**config.mk**
```make
export PLATFORM = sky130hd
export DESIGN_NAME = program_loader_flat
export DESIGN_NICKNAME = d
export VERILOG_FILES = /design/src/rtl/program_loader_pkg.sv /design/src/rtl/program_loader_if.sv /design/src/rtl/program_loader_byte_packer.sv /design/src/rtl/program_loader.sv /design/src/flat_wrapper.sv
export SDC_FILE = /design/constraint.sdc
export NUM_CORES = 1
export LEC_CHECK = 0
export ABC_AREA = 1
export BUFFER_PORTS_ARGS = -buffer_cell sky130_fd_sc_hd__buf_2
export CAP_MARGIN = 5
export CORE_MARGIN = 5
export CORE_UTILIZATION = 56
export CTS_CLUSTER_DIAMETER = 120
export DETAILED_ROUTE_END_ITERATION = 10
export GPL_TIMING_DRIVEN = 0
export PLACE_DENSITY = 0.8
export SYNTH_ARGS = -nofsm -noshare
export SYNTH_HDL_FRONTEND = slang
export SYNTH_HIERARCHICAL = 1
export SYNTH_SLANG_ARGS = --single-unit
```
**constraint.sdc**
```tcl
create_clock -name clk -period 2.6 [get_ports clk]
set_input_delay 0.52 -clock clk [delete_from_list [all_inputs] [get_ports clk]]
set_output_delay 0.52 -clock clk [all_outputs]
set_load 0.1 [all_outputs]
```
**src/rtl/program_loader_pkg.sv**
```systemverilog
// Shared definitions for the boot loader: FSM encoding, byte-lane count and
// the lane-insert helper used by the byte packer.
package loader_pkg;

   localparam int BYTES_PER_WORD = 4;

   typedef enum logic [2:0] {
      S_LOAD    = 3'd0,
      S_WRITE   = 3'd1,
      S_RELEASE = 3'd2,
      S_RUN     = 3'd3,
      S_ERROR   = 3'd4
   } state_t;

   // Lane 0 occupies bits [7:0] (little-endian packing).
   function automatic logic [31:0] put_lane(input logic [31:0] w,
                                            input logic [1:0]  lane,
                                            input logic [7:0]  b);
      logic [31:0] r;
      r = w;
      r[8*lane +: 8] = b;
      return r;
   endfunction

endpackage

```
**src/rtl/program_loader_if.sv**
```systemverilog
// Byte-stream input and instruction-memory write port of the boot loader.
interface program_loader_if;
   logic        ld_valid;
   logic [7:0]  ld_data;
   logic        ld_last;
   logic        ld_ready;
   logic        imem_we;
   logic [31:0] imem_addr;
   logic [31:0] imem_wdata;

   modport master (
      output ld_valid, ld_data, ld_last,
      input  ld_ready, imem_we, imem_addr, imem_wdata
   );

   modport slave (
      input  ld_valid, ld_data, ld_last,
      output ld_ready, imem_we, imem_addr, imem_wdata
   );
endinterface

```
**src/rtl/program_loader_byte_packer.sv**
```systemverilog
// Packs accepted bytes into a 32-bit word; flags completion on lane 3 or on
// the final byte, and clears itself as the completed word is handed off.
module byte_packer
   import loader_pkg::*;
(
   input  logic        clk,
   input  logic        rst,
   input  logic        push_i,
   input  logic [7:0]  data_i,
   input  logic        last_i,
   output logic [31:0] word_o,
   output logic        word_done_o,
   output logic        last_o
);

   logic [1:0]  byte_cnt_q, byte_cnt_d;
   logic [31:0] buf_q, buf_d;
   logic        full;

   always_comb begin
      word_o      = put_lane(buf_q, byte_cnt_q, data_i);
      full        = (byte_cnt_q == 2'(BYTES_PER_WORD - 1));
      word_done_o = push_i & (full | last_i);
      last_o      = push_i & last_i;
      byte_cnt_d  = byte_cnt_q;
      buf_d       = buf_q;
      // Upper lanes stay zero after a clear, so a short final word needs no masking.
      if (push_i) begin
         if (word_done_o) begin
            byte_cnt_d = '0;
            buf_d      = '0;
         end else begin
            byte_cnt_d = byte_cnt_q + 2'd1;
            buf_d      = word_o;
         end
      end
   end

   always_ff @(posedge clk) begin
      if (rst) begin
         byte_cnt_q <= '0;
         buf_q      <= '0;
      end else begin
         byte_cnt_q <= byte_cnt_d;
         buf_q      <= buf_d;
      end
   end

endmodule

```
**src/rtl/program_loader.sv**
```systemverilog
// Boot sequencer: holds the core in reset, loads a byte stream into
// instruction memory, then releases the core after a hold interval.
module program_loader
   import loader_pkg::*;
#(
   parameter int          DEPTH       = 64,
   parameter logic [31:0] BASE_ADDR   = 32'h0,
   parameter int          HOLD_CYCLES = 4
)(
   input  logic             clk,
   input  logic             rst,
   program_loader_if.slave  ld_if,
   output logic             core_rst,
   output logic             done,
   output logic             err
);

   localparam int WCW = $clog2(DEPTH) + 1;
   localparam int HCW = $clog2(HOLD_CYCLES + 1);

   state_t          state_q, state_d;
   logic [WCW-1:0]  word_cnt_q, word_cnt_d;
   logic [HCW-1:0]  hold_q, hold_d;
   logic            last_flag_q, last_flag_d;
   logic            ready_q, ready_d;
   logic            we_q, we_d;
   logic [31:0]     addr_q, addr_d;
   logic [31:0]     wdata_q, wdata_d;
   logic            core_rst_q, core_rst_d;
   logic            done_q, done_d;
   logic            err_q, err_d;

   logic            accept;
   logic            image_full;
   logic            push;
   logic [31:0]     pk_word;
   logic            pk_done;
   logic            pk_last;

   assign accept     = ld_if.ld_valid & ready_q;
   assign image_full = (word_cnt_q == WCW'(DEPTH));
   assign push       = accept & (state_q == S_LOAD) & ~image_full;

   byte_packer u_packer (
      .clk         (clk),
      .rst         (rst),
      .push_i      (push),
      .data_i      (ld_if.ld_data),
      .last_i      (ld_if.ld_last),
      .word_o      (pk_word),
      .word_done_o (pk_done),
      .last_o      (pk_last)
   );

   always_comb begin
      state_d     = state_q;
      word_cnt_d  = word_cnt_q;
      hold_d      = hold_q;
      last_flag_d = last_flag_q;
      addr_d      = addr_q;
      wdata_d     = wdata_q;
      unique case (state_q)
         S_LOAD: begin
            // A byte arriving after DEPTH words is consumed and dropped.
            if (accept && image_full) begin
               state_d = S_ERROR;
            end else if (pk_done) begin
               state_d     = S_WRITE;
               addr_d      = BASE_ADDR + (32'(word_cnt_q) << 2);
               wdata_d     = pk_word;
               last_flag_d = pk_last;
            end
         end
         S_WRITE: begin
            word_cnt_d = word_cnt_q + WCW'(1);
            hold_d     = '0;
            state_d    = last_flag_q ? S_RELEASE : S_LOAD;
         end
         S_RELEASE: begin
            if (hold_q == HCW'(HOLD_CYCLES - 1)) state_d = S_RUN;
            else                                 hold_d  = hold_q + HCW'(1);
         end
         S_RUN, S_ERROR: state_d = state_q;
         default:        state_d = S_LOAD;
      endcase
      // Outputs are registered from the next state so they align with state_q.
      ready_d    = (state_d == S_LOAD);
      we_d       = (state_d == S_WRITE);
      core_rst_d = (state_d != S_RUN);
      done_d     = (state_d == S_RUN);
      err_d      = (state_d == S_ERROR);
   end

   always_ff @(posedge clk) begin
      if (rst) begin
         state_q     <= S_LOAD;
         word_cnt_q  <= '0;
         hold_q      <= '0;
         last_flag_q <= 1'b0;
         ready_q     <= 1'b0;
         we_q        <= 1'b0;
         addr_q      <= BASE_ADDR;
         wdata_q     <= '0;
         core_rst_q  <= 1'b1;
         done_q      <= 1'b0;
         err_q       <= 1'b0;
      end else begin
         state_q     <= state_d;
         word_cnt_q  <= word_cnt_d;
         hold_q      <= hold_d;
         last_flag_q <= last_flag_d;
         ready_q     <= ready_d;
         we_q        <= we_d;
         addr_q      <= addr_d;
         wdata_q     <= wdata_d;
         core_rst_q  <= core_rst_d;
         done_q      <= done_d;
         err_q       <= err_d;
      end
   end

   assign ld_if.ld_ready   = ready_q;
   assign ld_if.imem_we    = we_q;
   assign ld_if.imem_addr  = addr_q;
   assign ld_if.imem_wdata = wdata_q;
   assign core_rst         = core_rst_q;
   assign done             = done_q;
   assign err              = err_q;

endmodule

```
**src/flat_wrapper.sv**
```systemverilog
// flat-port wrapper written by rule: the top's interface ports become plain ports
module program_loader_flat import loader_pkg::*;
#(
   parameter int          DEPTH       = 64,
   parameter logic [31:0] BASE_ADDR   = 32'h0,
   parameter int          HOLD_CYCLES = 4
)
  (clk, rst, core_rst, done, err, ld_if_ld_valid, ld_if_ld_data, ld_if_ld_last, ld_if_ld_ready, ld_if_imem_we, ld_if_imem_addr, ld_if_imem_wdata);
  program_loader_if ld_if_i ();
  input  logic clk;
  input  logic rst;
  output logic core_rst;
  output logic done;
  output logic err;
  input wire logic [$bits(ld_if_i.ld_valid)-1:0] ld_if_ld_valid;
  input wire logic [$bits(ld_if_i.ld_data)-1:0] ld_if_ld_data;
  input wire logic [$bits(ld_if_i.ld_last)-1:0] ld_if_ld_last;
  output wire logic [$bits(ld_if_i.ld_ready)-1:0] ld_if_ld_ready;
  output wire logic [$bits(ld_if_i.imem_we)-1:0] ld_if_imem_we;
  output wire logic [$bits(ld_if_i.imem_addr)-1:0] ld_if_imem_addr;
  output wire logic [$bits(ld_if_i.imem_wdata)-1:0] ld_if_imem_wdata;
  assign ld_if_i.ld_valid = ld_if_ld_valid;
  assign ld_if_i.ld_data = ld_if_ld_data;
  assign ld_if_i.ld_last = ld_if_ld_last;
  assign ld_if_ld_ready = ld_if_i.ld_ready;
  assign ld_if_imem_we = ld_if_i.imem_we;
  assign ld_if_imem_addr = ld_if_i.imem_addr;
  assign ld_if_imem_wdata = ld_if_i.imem_wdata;
  program_loader #(.DEPTH(DEPTH), .BASE_ADDR(BASE_ADDR), .HOLD_CYCLES(HOLD_CYCLES)) u_core (.clk(clk), .rst(rst), .ld_if(ld_if_i), .core_rst(core_rst), .done(done), .err(err));
endmodule
```
# Word-level counts from Yosys, hierarchy flattened
# Index checks and enable logic that the tools add are counted.
# totals
ff_bits	92
input_bits	12
output_inout_bits	69
wordCells	56
# classes
addsub	4
eq_ne	12
shift	2
mux	10
n_bitwise	8
reduce_logical	7
# op_table
op	n
$neg 5->34	1
$shift 8x34->32 const A	1
$shiftx 8x34->32	1
$bwmux 32	1
$mux 32	1
$eq 3x2->1 const B	4
$mux 3	4
$pmux 3 s4	1
$add 7x1->7 const B	1
$eq 7x7->1 const B	1
$eq 3x1->1 const B	2
$eq 3x3->1 const B	2
$logic_not 3->1	2
$pmux 3 s2	1
$and 1x1->1	5
$mux 2	2
$add 3x1->3 const B	1
$ne 3x2->1 const B	1
$reduce_and 3->1	1
$add 2x1->2 const B	1
$eq 2x2->1 const B	1
$ne 2x2->1 const B	1
$not 1->1	2
$reduce_and 2->1	1
other kinds (4)	4

# Longest topological paths before layout
# Gate-level depths: netlist (run 1).
# logic_depth
ltp_word	8
depth_mapped	13
ltp_nobuf	12

# Modules after synthesis
# Netlist (run 1), hierarchy kept.
# by_module_without_submodules
mod	n_inst	cells_each	area_per_inst_um2	seq_area_each_um2
program_loader	1	363	2805.2	1161.1
byte_packer	1	301	1936.9	680.7

# Least setup slack after synthesis (run 1)
# OpenSTA, ideal clock, no wires.
# synth_timing
path_kind	register -> register
start	reg u_core.ready_q, in the netlist u_core/ld_if.ld_ready
end	reg u_core.wdata_q[10], in the netlist u_core/ld_if.imem_wdata[10]
setup_ns	0.119
arrival_ns	2.384
path_slack_ns	0.097
path_stages_with_launch	11
synth_period_minus_slack_ns	2.503
path_cell_list	dfxtp_1 -> nand2_1 -> a211oi_1 -> inv_4 -> a21oi_4 -> inv_1 -> nor2_8 -> buf_6 -> nand3b_1 -> nand2_1 -> nor2_1
# synth_between
elab_chain_cells	5
# synth_rtl
element	line	source
from (decl)	program_loader.sv:25	logic ready_q, ready_d;
from (signal assigned)	program_loader.sv:112	ready_q <= ready_d;
$and 1x1->1	program_loader.sv:40	assign accept = ld_if.ld_valid & ready_q;
$and 1x1->1 (2 in a row)	program_loader.sv:42	assign push = accept & (state_q == S_LOAD) & ~image_full;
via u_core.push	program_loader.sv:35	logic push;
$and 1x1->1	program_loader_byte_packer.sv:23	word_done_o = push_i & (full | last_i);
via u_core.pk_done	program_loader.sv:37	logic pk_done;
$reduce_and 3->1 (no line)	n/a	
to (signal assigned)	program_loader.sv:115	wdata_q <= wdata_d;
to (decl)	program_loader.sv:28	logic [31:0] wdata_q, wdata_d;
# The timed path passes the listed nets, and every way through them passes these cells.
# A chain may end at the register's enable or synchronous reset.

# Worst setup path in the final report (run 1)
# layout_timing
start	reg u_core.word_cnt_q[0]
end	reg u_core.wdata_q[12], in the netlist u_core/ld_if.imem_wdata[12]
# layout_between
elab_chain_cells	5
# layout_rtl
element	line	source
from (decl)	program_loader.sv:22	logic [WCW-1:0] word_cnt_q, word_cnt_d;
from (signal assigned)	program_loader.sv:109	word_cnt_q <= word_cnt_d;
$eq 7x7->1	program_loader.sv:41	assign image_full = (word_cnt_q == WCW'(DEPTH));
$not 1->1	program_loader.sv:42	
$and 1x1->1	program_loader.sv:42	
via u_core.push	program_loader.sv:35	
$and 1x1->1	program_loader_byte_packer.sv:23	
via u_core.pk_done	program_loader.sv:37	
$reduce_and 3->1 (no line)	n/a	
# The timed path passes the listed nets, and every way through them passes these cells.

==> summary by stage, run 1 <==
Run status
The flow ran to the end, and the final reports show no timing, DRC or antenna violations.

Synthesis
Summing the areas of all fa, ha and maj instances in the mapped netlist gives 2.375% of the synthesized area. The average cell area after synthesis is 7.142 um^2. The count of mapped cells out of synthesis is 664. The portion of netlist area occupied by mux cells is 0%. Summing the areas of all and, or, nand and nor instances in the mapped netlist gives 33.93% of the synthesized area.

Summing the areas of all compound-gate instances in the mapped netlist gives 11.50% of the synthesized area. The netlist uses 30 different library cells. After synthesis the cells add up to 0.004742 mm^2. After synthesis the netlist holds a flip-flop and latch count of 92. Sequential elements use 38.84% of the synthesized area. By area, the combinational part of the netlist is dominated by simple AND/OR/NAND/NOR gates. During synthesis, Yosys emitted a total of 6 warnings. Of the total synthesized cell area, the portion taken by XOR and XNOR cells is 0%.

Global route
Entering global routing, the biggest net connects 14 pins. Global routing used 21.91% of the available tracks across all layers. Global routing used 37.93% of the available met2 tracks. Global routing finished with a remaining overflow of 0.

The number of antenna violations at the first check in global routing was 0. Global routing used 28.39% of the available met1 tracks. The via count of the first global-routing pass is 4037. The global routing stage identified its most utilized layer as met2. The routing usage on met3 is 3.959%. The first global-routing pass estimated 18.40 mm of wire.

Floorplanning
The vertical extent of the die is 102.0 um. Once the floorplan was initialized, standard cells occupied 57.71% of the core. The floorplan step defined a die boundary enclosing 0.01041 mm^2. The initialized floorplan defines 33 standard-cell rows. During I/O placement, the number of pins put on the boundary was 81. The die is 102.0 um wide. The core region is 0.008217 mm^2.

Pwr
Of the total power, the clock network draws 27.9%. The switching component of the power is 1.143 mW. The internal portion of total power is 2.047 mW. The switching power as a share of total power is 35.84%. Of the total power, registers draw 46.4%. The ratio of total power to cell area is 590.1 mW/mm^2. The leakage power figure is 2.445 nW. The worst supply voltage drop on vdd is 0.3017 mV.

Combinational cells account for 25.6% of the total power.

Drt
Dividing the detail-routed wire length by the instance count gives 13.22 um. The number of DRC markers in iteration 0 is 346. For this run, the detailed router's first-pass iteration total came to 5. The total wirelength of the detailed-routed design is 11.35 mm. After detailed routing, the number of remaining DRC violations is 0. The count of nets left with antenna violations once routing finished came out at 0. The total vias in the final route is 4443. After detailed routing, the number of vias per cell comes to 5.172.

Min path
The path class of the lowest-slack min-delay path is in -> reg. The startpoint identified for the worst hold timing path is rst. The number of cells on the worst hold path is 2.

The worst hold path terminates at u_core/u_packer/buf_q[9]$_SDFFE_PP0P_.

Worst setup path
The required arrival time at the worst endpoint is 2850 ps. The worst register-to-register path ends at u_core/ld_if.imem_wdata[12]$_SDFFE_PP0P_. The worst flop-to-flop path startpoint is u_core/word_cnt_q[0]$_SDFFE_PP0P_. Counting cells, the worst reg-to-reg path comes to 13. The data arrival at the endpoint of the critical path is 2590 ps. The class of the most critical setup path is reg -> reg.

In this run the worst path has a maximum fanout of 10. STA classifies the critical path startpoint as a flop. STA classifies the critical path endpoint as a flop. For flop-to-flop paths, the worst setup slack is 260 ps.

Finish
Cells with a size suffix above 1 make up 21.09% of the layout. The area of combinational cells with multiple inputs is 0.002366 mm^2. The post-layout net count is 774. Leaving out fill and tap cells, the most frequent cell in the layout is nand2_1. The repair_antennas step left the layout with diodes totalling 0. The library cells used most frequently in the layout, excluding fill and tap cells, are nand2_1, dfxtp_1, nor2_1, a21oi_1, buf_2.

The layout filler cell count is 728. The register cell area after layout is 0.001842 mm^2. With fillers left out, the area of the finished cells amounts to 0.005405 mm^2. Relative to the synthesized area, the layout overhead comes to 13.98%.

Run
Max-cap violations in this run came to 0.

Place
The half-perimeter wire length after placement is 8.673 mm. The cell area after placement is 0.005234 mm^2. The final weighted congestion in routability-driven placement is 0.8801.

The number of buffer cells added on primary ports is 54.

Clocking
The number of buffers inserted by hold repair at cts is 0. Clock latency on the worst-skew pair, taken at its later pin, is 350 ps. In this run, CTS created clock tree buffers numbering 9. Clock-pin slew was measured on the worst setup and hold paths at 80 ps. The number of buffers on the longest clock path is 2. The library cell used as clock root buffer is clkbuf_8.

TritonCTS built the clock tree. For this design, the sink count on the clock tree is 92. The count of H-tree levels built during CTS is 3.

STA
Dividing the final minimum period by the clock period gives 90.05%. The final number of max-transition violations is 0. The final setup skew is 7.587 ps.

The hold violation total from the final report came to 0. The summed negative setup slack over all endpoints is 0 ps. Setup violations remaining at the end of the flow were counted as 0. The fmax is 0.4271 GHz.

Setup repair after global routing left no endpoint under its margin. Subtracting the final worst setup slack from the clock period gives 2341 ps.
power groups by stage:
stage | Clock, mW | Combinational [mW] | Sequential [mW]
after floorplan | 0 | 0.441 | 1.77
after global placement | 0 | 0.801 | 1.51
after detailed placement | 0 | 0.812 | 1.52
after CTS | 0.904 | 0.813 | 1.48
after global routing | 0.980 | 0.865 | 1.49
final | 0.890 | 0.818 | 1.48
cells in the mapped netlist:
cell type  instances  area [um^2]
nand4_1            8        50.05
nor2_1            75        281.5
o21ai_1            1        5.000
buf_6             14        157.7
a211oi_1           1        7.510
a21oi_4            1        16.27
nor2_8             1        20.02
nand3_2            1        10.01
nor2_4             3        33.78
dfxtp_1           92         1842
o21a_1             1        7.510
inv_2              9        33.78
inv_1             37        138.9
nor3_1             4        20.02
nor2_2             4        25.02
nand2_1          187        701.9
clkbuf_1           5        18.77
o21bai_1           1        7.510
nand2_2            9        56.30
buf_2             13        65.06
conb_1             1        3.750
inv_4              2        12.51
a21oi_1           74        370.4
buf_4             27        202.7
o21ai_0           14        70.07
nand3b_1          33        247.7
nand3_1           29        145.1
ha_1               9        112.6
nand3_4            1        17.52
a21oi_2            7        61.31
how the worst max path moves through the flow:
stage                                            from                                       end  slack (ps)  depth (start not counted)
global placement    u_core/word_cnt_q[0]$_SDFFE_PP0P_    u_core/ld_if.imem_addr[7]$_SDFFE_PP0P_         170                         13
detailed placement  u_core/word_cnt_q[0]$_SDFFE_PP0P_    u_core/ld_if.imem_addr[7]$_SDFFE_PP0P_         110                         13
finish              u_core/word_cnt_q[0]$_SDFFE_PP0P_  u_core/ld_if.imem_wdata[12]$_SDFFE_PP0P_         260                         13
CTS                 u_core/word_cnt_q[0]$_SDFFE_PP0P_    u_core/ld_if.imem_addr[7]$_SDFFE_PP0P_          80                         13
floorplan            u_core/ld_if.ld_ready$_SDFF_PP0_  u_core/ld_if.imem_wdata[10]$_SDFFE_PP0P_         100                         10
global route        u_core/word_cnt_q[0]$_SDFFE_PP0P_  u_core/ld_if.imem_wdata[31]$_SDFFE_PP0P_         110                         13
worst max-delay path, cell delays in order, from the launching register on:
cell and delay [ps]:
dfxtp_1 370, inv_1 100, ha_1 220, nand2_2 90, nor2_4 50, a211oi_2 320
inv_4 120, a21oi_4 170, inv_1 120, nor2_8 260, buf_6 180, nand3b_1 90
nand2_1 90, nor2_1 50
metrics by stage:
step	worst slack [ps]	cells	hold slack, ps	power (mW)	utilization (%)
global placement	166.7	847	451.8	2.314	63.70
global route	106.1	859	364.7	3.333	65.78
floorplan	97.01	688	443.0	2.207	-
detailed placement	108.3	847	458.2	2.327	63.70
CTS	84.58	859	367.1	3.199	65.72
finish	258.6	859	380.5	3.190	65.78
logic make-up (layout without fill, tap and decap cells):
logic type | after synthesis | in the layout
buf+inv | 107 | 173
compound gates | 100 | 100
fa+ha+maj | 9 | 9
simple gates | 355 | 355
flops | 92 | 92
other cells | 1 | 25
state kept, by name (all words and copies together), names as in the netlist:
| register | count |
|---|---|
| u_core/ld_if.imem_addr | 7 |
| u_core/state_q | 3 |
| u_core/hold_q | 3 |
| u_core/ld_if.imem_we | 1 |
| u_core/u_packer/buf_q | 32 |
| u_core/ld_if.ld_ready | 1 |
| u_core/err | 1 |
| u_core/core_rst | 1 |
| u_core/ld_if.imem_wdata | 32 |
| u_core/word_cnt_q | 7 |
| u_core/done | 1 |
| u_core/last_flag_q | 1 |
| u_core/u_packer/byte_cnt_q | 2 |
metal layers:
metal / vias to the layer above / wire length, um
met5: - / 0
met4: 0 / 145
met3: 24 / 689
met2: 146 / 5589
met1: 2027 / 4928
li1: 2246 / -
final cells by class:
class	instances	area share, %
buffer	59	8.218
sequential	92	34.07
tap	105	2.431
clock buffer	9	2.292
clock inverter	3	0.7870
timing repair buffer	54	5.000
inverter	48	3.426
multi-input combinational	489	43.77
repair_timing:
action / in CTS / in global routing
endpoints found under the hold margin: 0 / 0
setup endpoints to repair: 0 / 40
resized for setup: 0 / 1
setup buffers: 0 / 0
Power figures use the tool's default switching activity.
==> run 2: changes to the inputs <==
--- a/config.mk
+++ b/config.mk
@@ -10,10 +10,11 @@
 export CAP_MARGIN = 5
 export CORE_MARGIN = 5
 export CORE_UTILIZATION = 56
-export CTS_CLUSTER_DIAMETER = 120
+export CTS_CLUSTER_DIAMETER = 60
 export DETAILED_ROUTE_END_ITERATION = 10
 export GPL_TIMING_DRIVEN = 0
 export PLACE_DENSITY = 0.8
+export RECOVER_POWER = 25
 export SYNTH_ARGS = -nofsm -noshare
 export SYNTH_HDL_FRONTEND = slang
 export SYNTH_HIERARCHICAL = 1
==> run 2 against run 1 <==
  * Setup slack improved by 2.2 ps
  * Die area is the same
  * Cell count unchanged
  * Highest routed layer unchanged
  * Cell area fell by 0.90%
  * Worst hold slack gained 2.7 ps
==> summary by stage, run 2 (synthesis results as in run 1) <==
Finish
The antenna diode instance count came to 0 (unchanged). The post-layout net count is 774 (unchanged). In the layout the commonest cells are nand2_1, dfxtp_1, nor2_1, a21oi_1, buf_2. The share of layout cells above drive strength 1 is 18.17% (-2.9 points). The synthesis-to-layout area growth is 12.96%. The layout filler cell count is 736 (+1.1%). The most common library cell in the layout ignoring fill and taps is nand2_1. The post-layout utilization of the core was 65.19% (-0.59 points).

The cell area after layout is 0.005356 mm^2 (-0.90%).

Run
The number of maximum-capacitance violations is 0 (unchanged).

Clocking
The number of cells upsized or downsized after cts came to 0 (unchanged). Clock tree synthesis selected as its root buffer the cell clkbuf_8. The clock slew at the register clock pins of the worst setup and hold paths is 80 ps (about the same). The number of buffers inserted by hold repair at cts is 0 (unchanged). The clock buffer count from CTS is 9 (unchanged). The number of setup buffers added after CTS is 0 (unchanged). The latest clock arrival within the worst-skew pair is 350 ps (about the same).

The number of clock sinks was 92 (unchanged). The number of buffers on the longest clock path was 2 (unchanged). The count of H-tree levels built during CTS is 3 (unchanged). The CTS tree is done.

Worst setup path
The worst flop-to-flop path startpoint is u_core/word_cnt_q[0]$_SDFFE_PP0P_. STA classifies the critical path startpoint as a flop. The highest fanout seen on the critical path is 10 (unchanged).

Walking the worst path, the cells encountered are inv_1, ha_1, nand2_2, nor2_1, a211oi_2, inv_4, a21oi_4, inv_1, nor2_8, buf_6, nand3_1, nand2_1, nor2_1. The required arrival time at the worst endpoint came to 2850 ps (about the same). The element type at the critical path end is a flop. The number of buffers and inverters on the critical path is 4 (unchanged). The class of the most critical setup path is reg -> reg. In this run the worst setup path begins at u_core/word_cnt_q[0]$_SDFFE_PP0P_. On the critical path the largest part of the delay comes from simple AND/OR/NAND/NOR gates. The data arrival at the endpoint of the critical path came to 2590 ps (about the same).

The cell at the slowest stage of the critical path is dfxtp_1. The largest incremental delay on the critical path came to 370 ps (about the same).

Pwr
The overall power of the completed layout is 3.184 mW (-0.19%). The leakage power figure is 2.365 nW (-3.3%). The worst supply voltage drop on vdd was 0.3015 mV (about the same).

The ratio of total power to cell area is 594.4 mW/mm^2 (+0.72%).

Drt
The total vias in the final route is 4431 (-0.27%). The DRC violation count after routing is 0 (unchanged). The number of DRC markers in iteration 0 is 331 (-4.3%). The number of search-and-repair iterations in the first detailed-routing pass is 5 (unchanged). The total wirelength of the detailed-routed design came to 11.40 mm (+0.45%).

The remaining antenna violation count after routing is 0 (unchanged). The average vias per placed instance came to 5.158 (-0.27%). The routed length per instance was 13.27 um (+0.45%).

Min path
The worst hold path belongs to the class in -> reg. The startpoint identified for the worst hold timing path is rst.

Floorplanning
The vertical extent of the die is 102.0 um (unchanged). The area of the die is 0.01041 mm^2 (unchanged). The chip width is 102.0 um (unchanged).

The starting utilization of the core area is 57.71% (unchanged). The row count is 33 (unchanged). The core area is 0.008217 mm^2 (unchanged). The top-level port count is 81 (unchanged).

STA
The clock period minus worst slack was 2339 ps (-2.237 ps). The hold violation total from the final report is 0 (unchanged). The final number of max-transition violations was 0 (unchanged).

The share of the clock period used by the worst path after layout is 89.97% (about the same). At the pin with the least slew margin, the transition time is 1180 ps. Setup repair after global routing left no endpoint under its margin. The fmax is 0.4275 GHz (about the same). The summed negative setup slack over all endpoints is 0 ps (unchanged). The final setup skew is 10.22 ps (+2.632 ps). The setup violation total in the final timing report is 0 (unchanged).

The tightest slew margin relative to the limit is 21.69%. The hold slack is 383.2 ps (+2.731 ps).

Global route
The maximum number of pins on one net before global-route repair is 14 (unchanged). The via count of the first global-routing pass is 4037 (unchanged). The total grt overflow is 0 (unchanged). The number of antenna violations at the first check in global routing came to 0 (unchanged). The overall global routing resource usage came to 21.91% (unchanged). The global-route wire length before repair came to 18.40 mm (unchanged).

Place
The number of buffer cells added on primary ports is 54 (unchanged). The final weighted congestion in routability-driven placement is 0.8801 (unchanged). The cell area after placement is 0.005234 mm^2 (unchanged). The half-perimeter wire length after placement was 8.673 mm (unchanged).

Run status
The run finished with clean final reports.
## run 2: cell types whose count changed in the layout (fill, tap and decap cells not counted), sizes merged
cell | previous run | this run
clkbuf | 14 | 33
buf | 108 | 89
## run 2: through the flow
stage | worst slack [ps] | instances
floorplan | 97.01 | 688
global placement | 166.7 | 847
detailed placement | 108.3 | 847
CTS | 84.58 | 859
global route | 109.2 | 859
finish | 260.9 | 859
## run 2: worst reg2reg max path, stage by stage (launching register included)
cell,delay (ps)
dfxtp_1,370
inv_1,100
ha_1,220
nand2_2,70
nor2_1,60
a211oi_2,330
inv_4,120
a21oi_4,170
inv_1,120
nor2_8,260
buf_6,180
nand3_1,110
nand2_1,80
nor2_1,40
## run 2: area by class of cell
cell class	count	area (um^2)	share of cell area (%)
well taps	105	131.4	2.453
clock inverters	3	42.54	0.7942
repair buffers	54	246.5	4.602
multi-input cells	489	2341	43.70
clock buffers	9	123.9	2.313
flip-flops and latches	92	1842	34.38
plain buffers	59	444.2	8.292
inverters	48	185.2	3.457
## run 2: worst paths after layout
path	to	slack, ps	cells after the start
worst max-delay path	u_core/ld_if.imem_addr[7]$_SDFFE_PP0P_	260	13
worst min-delay path	u_core/u_packer/buf_q[9]$_SDFFE_PP0P_	380	2
worst max register to register	u_core/ld_if.imem_addr[7]$_SDFFE_PP0P_	260	13
worst min register to register	u_core/u_packer/buf_q[5]$_SDFFE_PP0P_	470	2
## run 2: routing by layer
metal	track usage (%)	up-vias	part of all wire [%]
met5	0	-	0
met4	5.247	0	1.1
met3	3.959	15	5.7
met2	37.93	144	49
met1	28.39	2036	44
li1	-	2236	-
## run 2: power by group
| group | total [mW] | switching [mW] | internal, mW |
|---|---|---|---|
| logic | 0.812 | 0.648 | 0.164 |
| registers | 1.48 | 0.0269 | 1.46 |
| clock network | 0.889 | 0.467 | 0.422 |
| total | 3.18 | 1.14 | 2.04 |
==> run 3: changes to the inputs <==
--- a/config.mk
+++ b/config.mk
@@ -17,5 +17,4 @@
 export RECOVER_POWER = 25
 export SYNTH_ARGS = -nofsm -noshare
 export SYNTH_HDL_FRONTEND = slang
-export SYNTH_HIERARCHICAL = 1
 export SYNTH_SLANG_ARGS = --single-unit
==> run 3 against run 2 <==
  * Clock-buffer cell count up 3
  * Sequential cell count unchanged
  * Setup slack better by 190 ps
==> summary by stage, run 3 <==
Run status
The flow ran to the end, and the final reports show no timing, DRC or antenna violations.

Global route
The overall global routing resource usage is 22.30% (+0.39 points). The number of antenna violations at the first check in global routing is 0 (unchanged). The via count of the first global-routing pass is 4014 (-0.57%). The maximum number of pins on one net before global-route repair is 15 (+1).

The total grt overflow is 0 (unchanged). The global-route wire length before repair is 18.02 mm (-2.1%).

Synthesis
Sorting the synthesized cells by area gives the leading types as dfxtp_1, nand2_1, nor2_1, inv_1, nand3_1. The most common cell in the synthesized netlist is nand2_1. The count of flip-flops with a built-in enable after synthesis is 0 (unchanged). The count of different cell masters after synthesis came to 24 (-20%).

The Yosys warning count came to 0 (-6). The area share of the largest cell type after synthesis is 41.31% (+2.5 points). Summed over all instances, the cell type with the most area after synthesis is dfxtp_1. The average cell area after synthesis was 6.595 um^2 (-7.7%). The count of mapped cells out of synthesis is 676 (+1.8%).

Ranked by instance count, the synthesized netlist is headed by nand2_1, nor2_1, dfxtp_1. The post-synthesis register bit count is 92 (unchanged). Among all flip-flop cells after synthesis, the most frequent one is dfxtp_1. The share of async-settable or async-resettable flops after synthesis is 0% (unchanged). The share of the yosys chip area belonging to registers is 41.31% (+2.5 points). The total standard cell area after synthesis is 0.004458 mm^2 (-6.0%).

Worst setup path
The most frequent cell on the critical path is nand3_1. The class of the most critical setup path is reg -> reg. The required arrival time at the worst endpoint is 2880 ps (+30 ps). The cell at the slowest stage of the critical path is nor2_1. The largest incremental delay on the critical path is 510 ps (+140 ps). The highest fanout seen on the critical path is 10 (unchanged).

Traced cell by cell, the critical path runs through buf_2, inv_1, ha_1, nor2_1, nand3_1, nand2_1, nand3_1, a21oi_1. The worst setup path is launched from a flop. The data arrival at the endpoint of the critical path is 2430 ps (-160 ps). STA classifies the critical path endpoint as a flop.

Clocking
The number of buffers inserted by hold repair at cts is 0 (unchanged). The number of buffers on the longest clock path is 2 (unchanged). The count of H-tree levels built during CTS was 3 (unchanged). The library cell used as clock root buffer is clkbuf_8. The number of clock sinks came to 92 (unchanged). The number of setup buffers added after CTS is 0 (unchanged). TritonCTS built the clock tree. The latest clock arrival within the worst-skew pair came to 350 ps (about the same). The clock buffer count from CTS was 9 (unchanged). The clock slew at the register clock pins of the worst setup and hold paths was 80 ps (about the same). The number of cells upsized or downsized after cts is 0 (unchanged).

Drt
The routed length per instance is 12.57 um (-5.3%). The number of DRC markers in iteration 0 was 326 (-1.5%). The total vias in the final route came to 4332 (-2.2%).

The DRC violation count after routing is 0 (unchanged). The number of search-and-repair iterations in the first detailed-routing pass is 5 (unchanged). The remaining antenna violation count after routing is 0 (unchanged). The average vias per placed instance is 4.962 (-3.8%).

The total wirelength of the detailed-routed design is 10.97 mm (-3.8%).

Place
The half-perimeter wire length after placement was 8.213 mm (-5.3%). The final weighted congestion in routability-driven placement is 0.9531 (+8.3%). The number of buffer cells added on primary ports came to 55 (+1.9%).

The cell area after placement is 0.004951 mm^2 (-5.4%).

STA
The transition time of the tightest slew-check pin is 1170 ps (-10.14 ps). The clock period minus worst slack was 2147 ps (-192.4 ps). Setup repair after global routing left no endpoint under its margin. The summed negative setup slack over all endpoints is 0 ps (unchanged). The share of the clock period used by the worst path after layout is 82.57% (-7.4 points). The final setup skew was 9.743 ps (-0.4759 ps). The hold violation total from the final report is 0 (unchanged). The fmax is 0.4658 GHz (+9.0%). The tightest slew margin relative to the limit is 22.37% (+0.67 points). The setup violation total in the final timing report is 0 (unchanged). The final number of max-transition violations is 0 (unchanged).

Floorplanning
The core area is 0.007727 mm^2 (-6.0%). The chip width is 99.23 um (-2.7%). The row count is 32 (-3.0%). The vertical extent of the die came to 99.23 um (-2.7%). The starting utilization of the core area is 57.69% (about the same). The top-level port count came to 81 (unchanged). The area of the die is 0.009846 mm^2 (-5.4%).

Pwr
The ratio of total power to cell area came to 639.2 mW/mm^2 (+7.5%). The worst supply voltage drop on vdd is 0.3513 mV (+17%). The combinational share of power is 24.4% (-1.1 points). The relative contribution of the clock network to total power is 30.1% (+2.2 points). The relative contribution of sequential cells to total power was 45.6% (-1.0 points). The switching component of the power is 1.172 mW (+2.6%). The internal portion of total power is 2.106 mW (+3.1%).

The switching power as a share of total power is 35.76% (-0.11 points). The leakage power figure is 2.712 nW (+15%).

Min path
The path class of the lowest-slack min-delay path is in -> reg.

Finish
The antenna diode instance count came to 0 (unchanged). In the layout the commonest cells are nand2_1, nor2_1, dfxtp_1, inv_1, nand3_1. The cell area after layout is 0.005127 mm^2 (-4.3%). The share of layout cells above drive strength 1 is 12.84% (-5.3 points). The area growth from synthesis to layout is 15.02%. The post-layout net count was 787 (+1.7%). The most common library cell in the layout ignoring fill and taps is nand2_1. The layout filler cell count is 718 (-2.4%).

Run
The number of maximum-capacitance violations is 0 (unchanged).
run 3: worst max-delay path: cells and delay by family (launching register included):
kind / cells / cell delay [ps]
simple gates: 4 / 920
flops: 1 / 380
buf+inv: 2 / 350
fa+ha+maj: 1 / 300
compound gates: 1 / 130
run 3: routing by layer:
metal	GRT usage (%)	wire, um	up-vias	share of wire, %
li1	-	-	2200	-
met1	26.62	4638	1962	42
met2	39.88	5445	149	50
met3	3.436	680	21	6.2
met4	8.929	207	0	1.9
met5	0	0	-	0
run 3: cell families (layout without fill, tap and decap cells):
group,Yosys count,count (layout),share of synthesized area (%)
AO/OA/AOI/OAI,69,69,7.831
buffers and inverters,132,203,14.96
other,1,25,0.08412
AND/OR/NAND/NOR,373,373,33.29
adder cells (fa/ha/maj),9,9,2.526
flip-flops,92,92,41.31
run 3: layout make-up:
| type | count | area [um^2] | share of cell area, % |
|---|---|---|---|
| Sequential cell | 92 | 1842 | 35.92 |
| Inverter | 77 | 289.0 | 5.637 |
| Timing Repair Buffer | 55 | 250.2 | 4.880 |
| Clock buffer | 12 | 155.1 | 3.026 |
| Tap cell | 102 | 127.6 | 2.489 |
| Buffer | 55 | 376.6 | 7.345 |
| Clock inverter | 4 | 47.55 | 0.9273 |
| Multi-Input combinational cell | 476 | 2039 | 39.78 |
run 3: power groups by stage:
stage	registers, mW	clock network (mW)	logic, mW
2_1_floorplan	1.77	0	0.426
3_3_place_gp	1.52	0	0.787
3_5_place_dp	1.52	0	0.796
4_1_cts	1.49	1.00	0.799
5_1_grt	1.50	1.06	0.853
6_report	1.49	0.985	0.799
run 3: metrics by stage:
step	setup WS (ps)	cells	power [mW]	hold slack [ps]	util, %
floorplan	674.8	700	2.198	444.5	-
global placement	597.8	857	2.308	452.1	64.07
detailed placement	565.4	857	2.321	455.3	64.07
CTS	541.3	873	3.296	431.4	66.69
global route	304.4	873	3.411	453.7	66.35
finish	453.3	873	3.277	443.3	66.35
run 3: final timing paths:
kind         cells after the start                                       start  slack, ps                                     end
max                              8  u_core.u_packer.byte_cnt_q[0]$_SDFFE_PP0N_        450  u_core.u_packer.buf_q[20]$_SDFFE_PP0N_
min                              3                               ld_if_ld_last        440         u_core.last_flag_q$_SDFFE_PP0P_
max reg2reg                      8  u_core.u_packer.byte_cnt_q[0]$_SDFFE_PP0N_        450  u_core.u_packer.buf_q[20]$_SDFFE_PP0N_
min reg2reg                      2      u_core.u_packer.buf_q[31]$_SDFFE_PP0N_        470  u_core.u_packer.buf_q[31]$_SDFFE_PP0N_
